### src/rtl/adder_arb_pkg.sv
// Shared types for the round-robin front end of the shared 64-bit adder.
// Beat struct carries one accepted request from the grant stage to S1.
package adder_arb_pkg;

    localparam int W_DEFAULT = 64;
    localparam int NREQ_MAX  = 8;
    localparam int IDW_MAX   = $clog2(NREQ_MAX);

    typedef logic [IDW_MAX-1:0]   id_t;
    typedef logic [W_DEFAULT-1:0] operand_t;

    typedef struct packed {
        operand_t a;
        operand_t b;
        logic     cin;
        id_t      id;
        logic     first;
        logic     last;
    } beat_t;

endpackage

### src/rtl/adder_arbiter_rr_arbiter.sv
// Round-robin arbiter: one-hot grant to the first request after the pointer.
// The pointer moves to the granted index only when the grant is taken.
module rr_arbiter #(
    parameter  int NREQ = 4,
    localparam int IDW  = $clog2(NREQ)
) (
    input  logic            clk,
    input  logic            rst,
    input  logic [NREQ-1:0] req,
    input  logic            take,
    output logic [NREQ-1:0] grant,
    output logic [IDW-1:0]  gnt_id
);

    logic [IDW-1:0] ptr;
    logic           found;

    // two passes: indices above the pointer first, then wrap from zero
    always_comb begin
        grant  = '0;
        gnt_id = '0;
        found  = 1'b0;
        for (int i = 0; i < NREQ; i++) begin
            if (!found && req[i] && (IDW'(i) > ptr)) begin
                grant[i] = 1'b1;
                gnt_id   = IDW'(i);
                found    = 1'b1;
            end
        end
        for (int i = 0; i < NREQ; i++) begin
            if (!found && req[i] && (IDW'(i) <= ptr)) begin
                grant[i] = 1'b1;
                gnt_id   = IDW'(i);
                found    = 1'b1;
            end
        end
    end

    always_ff @(posedge clk) begin
        if (rst) begin
            ptr <= IDW'(NREQ - 1);
        end else if (take && found) begin
            ptr <= gnt_id;
        end
    end

endmodule

### src/rtl/adder_arbiter.sv
// Shares one external adder between NREQ requesters: RR grant, S1 operands, S2 response.
// Define ADDER_ARB_CHAIN_EN for locked multi-beat adds with carry chaining.
module adder_arbiter
    import adder_arb_pkg::*;
#(
    parameter  int NREQ = 4,
    parameter  int W    = W_DEFAULT,
    localparam int IDW  = $clog2(NREQ)
) (
    input  logic              clk,
    input  logic              rst,
    input  logic [NREQ-1:0]   req_valid,
    output logic [NREQ-1:0]   req_ready,
    input  logic [NREQ*W-1:0] req_a,
    input  logic [NREQ*W-1:0] req_b,
    input  logic [NREQ-1:0]   req_cin,
    input  logic [NREQ-1:0]   req_last,
    output logic [W-1:0]      adder_a,
    output logic [W-1:0]      adder_b,
    output logic              adder_cin,
    input  logic [W-1:0]      adder_sum,
    input  logic              adder_cout,
    output logic              rsp_valid,
    input  logic              rsp_ready,
    output logic [IDW-1:0]    rsp_id,
    output logic [W-1:0]      rsp_sum,
    output logic              rsp_cout,
    output logic              rsp_last
);

    logic            adv2;
    logic            acc1;
    logic            hs;
    logic [NREQ-1:0] req_mask;
    logic [NREQ-1:0] grant;
    logic [IDW-1:0]  gnt_id;

    logic            s1_vld;
    beat_t           s1_q;
    beat_t           beat_d;

    operand_t        sel_a;
    operand_t        sel_b;
    logic            sel_cin;
    logic            sel_last;
    logic            beat_first;
    logic            beat_last;

    assign adv2      = !rsp_valid || rsp_ready;
    assign acc1      = !s1_vld || adv2;
    assign req_ready = grant & {NREQ{acc1}};
    assign hs        = |(req_valid & req_ready);

    rr_arbiter #(
        .NREQ   (NREQ)
    ) u_rr (
        .clk    (clk),
        .rst    (rst),
        .req    (req_mask),
        .take   (acc1),
        .grant  (grant),
        .gnt_id (gnt_id)
    );

    always_comb begin
        sel_a    = '0;
        sel_b    = '0;
        sel_cin  = 1'b0;
        sel_last = 1'b0;
        for (int i = 0; i < NREQ; i++) begin
            if (grant[i]) begin
                sel_a    = operand_t'(req_a[i*W +: W]);
                sel_b    = operand_t'(req_b[i*W +: W]);
                sel_cin  = req_cin[i];
                sel_last = req_last[i];
            end
        end
    end

`ifdef ADDER_ARB_CHAIN_EN
    logic           locked;
    logic [IDW-1:0] lock_id;
    logic           chain_carry;

    // while a chain is open only its owner may be granted
    always_comb begin
        req_mask = req_valid;
        if (locked) begin
            req_mask = req_valid & (NREQ'(1) << lock_id);
        end
    end

    assign beat_first = !locked;
    assign beat_last  = sel_last;
    assign adder_cin  = s1_q.first ? s1_q.cin : chain_carry;

    always_ff @(posedge clk) begin
        if (rst) begin
            locked  <= 1'b0;
            lock_id <= '0;
        end else if (hs) begin
            locked  <= !sel_last;
            lock_id <= gnt_id;
        end
    end

    always_ff @(posedge clk) begin
        if (rst) begin
            chain_carry <= 1'b0;
        end else if (s1_vld && adv2) begin
            chain_carry <= adder_cout;
        end
    end
`else
    assign req_mask   = req_valid;
    assign beat_first = 1'b1;
    assign beat_last  = 1'b1;
    assign adder_cin  = s1_q.cin;
`endif

    always_comb begin
        beat_d       = '0;
        beat_d.a     = sel_a;
        beat_d.b     = sel_b;
        beat_d.cin   = sel_cin;
        beat_d.id    = id_t'(gnt_id);
        beat_d.first = beat_first;
        beat_d.last  = beat_last;
    end

    always_ff @(posedge clk) begin
        if (rst) begin
            s1_vld <= 1'b0;
            s1_q   <= '0;
        end else if (acc1) begin
            s1_vld <= hs;
            if (hs) begin
                s1_q <= beat_d;
            end
        end
    end

    assign adder_a = s1_q.a[W-1:0];
    assign adder_b = s1_q.b[W-1:0];

    always_ff @(posedge clk) begin
        if (rst) begin
            rsp_valid <= 1'b0;
            rsp_sum   <= '0;
            rsp_cout  <= 1'b0;
            rsp_id    <= '0;
            rsp_last  <= 1'b0;
        end else if (adv2) begin
            rsp_valid <= s1_vld;
            if (s1_vld) begin
                rsp_sum  <= adder_sum;
                rsp_cout <= adder_cout;
                rsp_id   <= s1_q.id[IDW-1:0];
                rsp_last <= s1_q.last;
            end
        end
    end

    // id upper bits, first flag and last inputs are not needed in every build
    logic unused_bits;
    assign unused_bits = ^{s1_q.id, s1_q.first, sel_last, req_last};

endmodule

### config.mk
export PLATFORM = sky130hd
export DESIGN_NAME = adder_arbiter
export DESIGN_NICKNAME = d
export VERILOG_FILES = /design/src/rtl/adder_arb_pkg.sv /design/src/rtl/adder_arbiter_rr_arbiter.sv /design/src/rtl/adder_arbiter.sv
export SDC_FILE = /design/constraint.sdc
export NUM_CORES = 1
export LEC_CHECK = 0
export ABC_AREA = 1
export CELL_PAD_IN_SITES_DETAIL_PLACEMENT = 1
export CELL_PAD_IN_SITES_GLOBAL_PLACEMENT = 1
export CORE_AREA = 5 5 303 305
export DETAILED_ROUTE_END_ITERATION = 8
export DIE_AREA = 0 0 308 310
export GPL_ROUTABILITY_DRIVEN = 1
export GPL_TIMING_DRIVEN = 0
export HOLD_SLACK_MARGIN = 0.08
export PLACE_DENSITY_LB_ADDON = 0.1
export SLEW_MARGIN = 20
export SYNTH_ARGS = -nofsm -noshare
export SYNTH_HDL_FRONTEND = slang
export SYNTH_SLANG_ARGS = --single-unit
### constraint.sdc
create_clock -name clk -period 2.06 [get_ports clk]
set_input_delay 0.309 -clock clk [delete_from_list [all_inputs] [get_ports clk]]
set_output_delay 0.309 -clock clk [all_outputs]
set_load 0.05 [all_outputs]
==> flow_metrics.env <==
export IMPL_outcome="finished, violations left"
export IMPL_violations="negative setup slack"
export IMPL_cts_htree_levels=1
export IMPL_vias_per_cell=3.928
export IMPL_synth_top_area_cell="dfxtp_1"
export IMPL_clk_latency_ps=610
export IMPL_holdBufCountCts=0
export IMPL_core_sq_um=89050
export IMPL_p_sw_share_pct=38.34
export IMPL_ys_warnings_count=0
export IMPL_grt_max_degree=20
export IMPL_synthMuxAreaShare_pct=0
export IMPL_synth_edf_count=0
export IMPL_clock_skew_ps=40.22
export IMPL_wl_met3_um=6348
export IMPL_critPathKind="flop to output pin"
export IMPL_maxCapViolCount=0
export IMPL_syn_inst=2290
export IMPL_synth_compound_area_share_pct=7.881
export IMPL_min_path_type="input port to flop"
export IMPL_routed_wl_um=87660
export IMPL_cts_clk_slew_worst_paths_ps=60
export IMPL_rsz0062_at_grt="yes"
export IMPL_first_iter_violations=747
export IMPL_synth_top_family_by_area="simple AND/OR/NAND/NOR gates"
export IMPL_synth_async_reset_ratio_pct=0
export IMPL_cts_tree="yes"
export IMPL_nNetsFinal=3723
export IMPL_power_frac_clock_pct=33.0
export IMPL_yosys_cell_count_top_type="nor2_1"
export IMPL_drc=0
export IMPL_ys_ff_latch=204
export IMPL_port_buffers=787
export IMPL_crit_slowest_cell="dfxtp_4"
export IMPL_p_leak_uw=0.01250
export IMPL_drive_gt1_share_pct=10.81
export IMPL_grt_pass1_wl_um=122400
export IMPL_clock_path_buffers=3
export IMPL_max_slew_worst_pin_slew_ps=855.6
export IMPL_synth_top_area_share_pct=31.03
export IMPL_synth_commonest_cells="533 x nor2_1, 530 x nand2_1, 267 x inv_1"
export IMPL_worstPathArrival_ps=2160
export IMPL_met2_length_um=45720
export IMPL_p_per_area_nw_per_um2=757.0
export IMPL_endpoint_kind="output pin"
export IMPL_rows=110
export IMPL_seq_area_frac_synth_pct=31.03
export IMPL_wl_per_cell_um=20.19
export IMPL_holdWs_ps=336.9
export IMPL_grt_antenna_before_repair=20
export IMPL_period_share_pct=119.8
export IMPL_post_route_min_period_ps=2468
export IMPL_placed_area_sq_um=22540
export IMPL_gp_congestion=0.8435
export IMPL_vias=17050
export IMPL_fmax_mhz=405.1
export IMPL_drt_pass1_iter_count=5
export IMPL_synth_area_per_cell_sq_um=5.747
export IMPL_ios=794
export IMPL_synthTopCellsByArea="dfxtp_1 31%, nor2_1 15%, nand2_1 15%"
export IMPL_startpoint_type="flop"
export IMPL_synthAdderAreaFrac_pct=0
export IMPL_cts_inserted_buffers=31
export IMPL_final_area_sq_um=24010
export IMPL_highest_layer="met5"
export IMPL_p_switching_uw=6970
export IMPL_grt_pass1_vias=18230
export IMPL_die_w_um=308
export IMPL_drv_slew=0
export IMPL_dp_final_hpwl_um=73600
export IMPL_met1Wirelength_um=33300
export IMPL_finalPower_uw=18180
export IMPL_synthDistinctLibCells=20
export IMPL_dpl_worst_slack_ps=-1851
export IMPL_synth_simple_area_share_pct=40.64
export IMPL_ir_drop_mv=0.7816
export IMPL_area_growth_pct=82.45
export IMPL_finalSetupViolations=126
export IMPL_netlist_area_sq_um=13160
export IMPL_grt_use_total_pct=17.25
export IMPL_final_antenna_net_count=0
export IMPL_crit_path_max_incr_delay_ps=380
export IMPL_p_comb_share_pct=41.2
export IMPL_worst_path_most_repeated_cell="buf_4"
export IMPL_synth_net_count=2882
export IMPL_root_buffer="clkbuf_16"
export IMPL_initial_core_util_pct=14.78
export IMPL_path_cells="inv_6 > buf_4 > nand3_2 > buf_12 > buf_4 > a21oi_4 > buf_8"
export IMPL_final_hold_violation_count=0
export IMPL_setup_ws_ps=-408.3
export IMPL_p_seq_share_pct=25.9
export IMPL_dominantRegCellSynth="dfxtp_1"
export IMPL_slew_headroom_pct=42.96
export IMPL_p_int_uw=11210
export IMPL_synth_xor_area_share_pct=0
export IMPL_fp_dieH_um=310
export IMPL_grt_overflow=0
export IMPL_design_die_area_sq_um=95480
export IMPL_crit_path_max_fanout=10
export IMPL_clkSinkCount=204
export IMPL_required_ps=1750
==> flip-flops by register name, summed over array words and instances (netlist names) <==
signal,count
adder_a,64
adder_b,64
adder_cin,1
rsp_cout,1
rsp_id,2
rsp_last,1
rsp_sum,64
rsp_valid,1
s1_q,3
s1_vld,1
u_rr.ptr,2
==> per-layer routing <==
| layer | vias to the layer above | GRT usage (%) |
|---|---|---|
| met5 | - | 0 |
| met2 | 457 | 32.75 |
| met4 | 20 | 3.997 |
| li1 | 8562 | - |
| met3 | 92 | 5.309 |
| met1 | 7920 | 18.79 |
==> cells by family after synthesis <==
family	after synthesis
AND/OR/NAND/NOR	1331
buffers and inverters	549
AO/OA/AOI/OAI	206
flip-flops	204
==> through the flow <==
stage               std cells  util, %  setup TNS, ps
finish                   4341    26.97         -11300
floorplan                2290        -              0
global placement         4253    25.28        -134720
CTS                      4326    26.78         -13480
detailed placement       4254    25.32        -142500
global route             4336    26.95         -33310
==> power by group through the flow <==
| stage | logic [uW] | clock network [uW] | registers, uW |
|---|---|---|---|
| finish | 7480 | 5990 | 4700 |
| global route | 8120 | 6430 | 4770 |
| CTS | 7600 | 6300 | 4710 |
| detailed placement | 7720 | 0 | 4790 |
| global placement | 7660 | 0 | 4770 |
| floorplan | 3930 | 0 | 5120 |
==> layout by cell type, fill, tap and decap left out, types with 31 or more instances in the layout <==
| cell | synthesis | layout |
|---|---|---|
| buf_4 | 133 | 171 |
| clkdlybuf4s50_1 | 0 | 585 |
| clkbuf_16 | 0 | 31 |
| o21ai_0 | 69 | 69 |
| nor2_1 | 533 | 515 |
| dlygate4sd2_1 | 0 | 190 |
| nand2_1 | 530 | 522 |
| inv_1 | 267 | 266 |
| buf_2 | 69 | 34 |
| dfxtp_1 | 204 | 202 |
| clkbuf_1 | 63 | 63 |
| nand3_1 | 260 | 257 |
| a21oi_1 | 134 | 133 |
==> repair_timing <==
item,CTS,global route
resized for setup,325,39
buffers inserted,17,5
cloned,0,0
pin swaps,6,5
setup endpoints to repair,337,149
==> cell type report <==
type | count | area, sq um
fillers | 11040 | 65030
plain buffers | 275 | 1866
flip-flops and latches | 204 | 4091
repair buffers | 810 | 7846
inverters | 272 | 1033
multi-input cells | 1537 | 6538
clock buffers | 44 | 884.6
well taps | 1176 | 1471
diodes | 10 | 25.02
clock inverters | 13 | 257.7
==> final timing paths <==
| check | startpoint | end | slack (ps) | depth (start not counted) |
|---|---|---|---|---|
| max reg2reg | u_rr.ptr[0] | adder_a[51] | -290 | 16 |
| min | adder_sum[43] | rsp_sum[43] | 340 | 3 |
| max | u_rr.ptr[1] | req_ready[2] | -410 | 7 |
| min reg2reg | rsp_sum[38] | rsp_sum[38] | 480 | 2 |
==> worst max-delay path, delay by kind of cell (launching register included) <==
| kind | cells | cell delay [ps] |
|---|---|---|
| buf+inv | 5 | 800 |
| simple gates | 1 | 160 |
| compound gates | 1 | 180 |
| flops | 1 | 380 |
No activity file was read; power rests on OpenSTA's default activity.
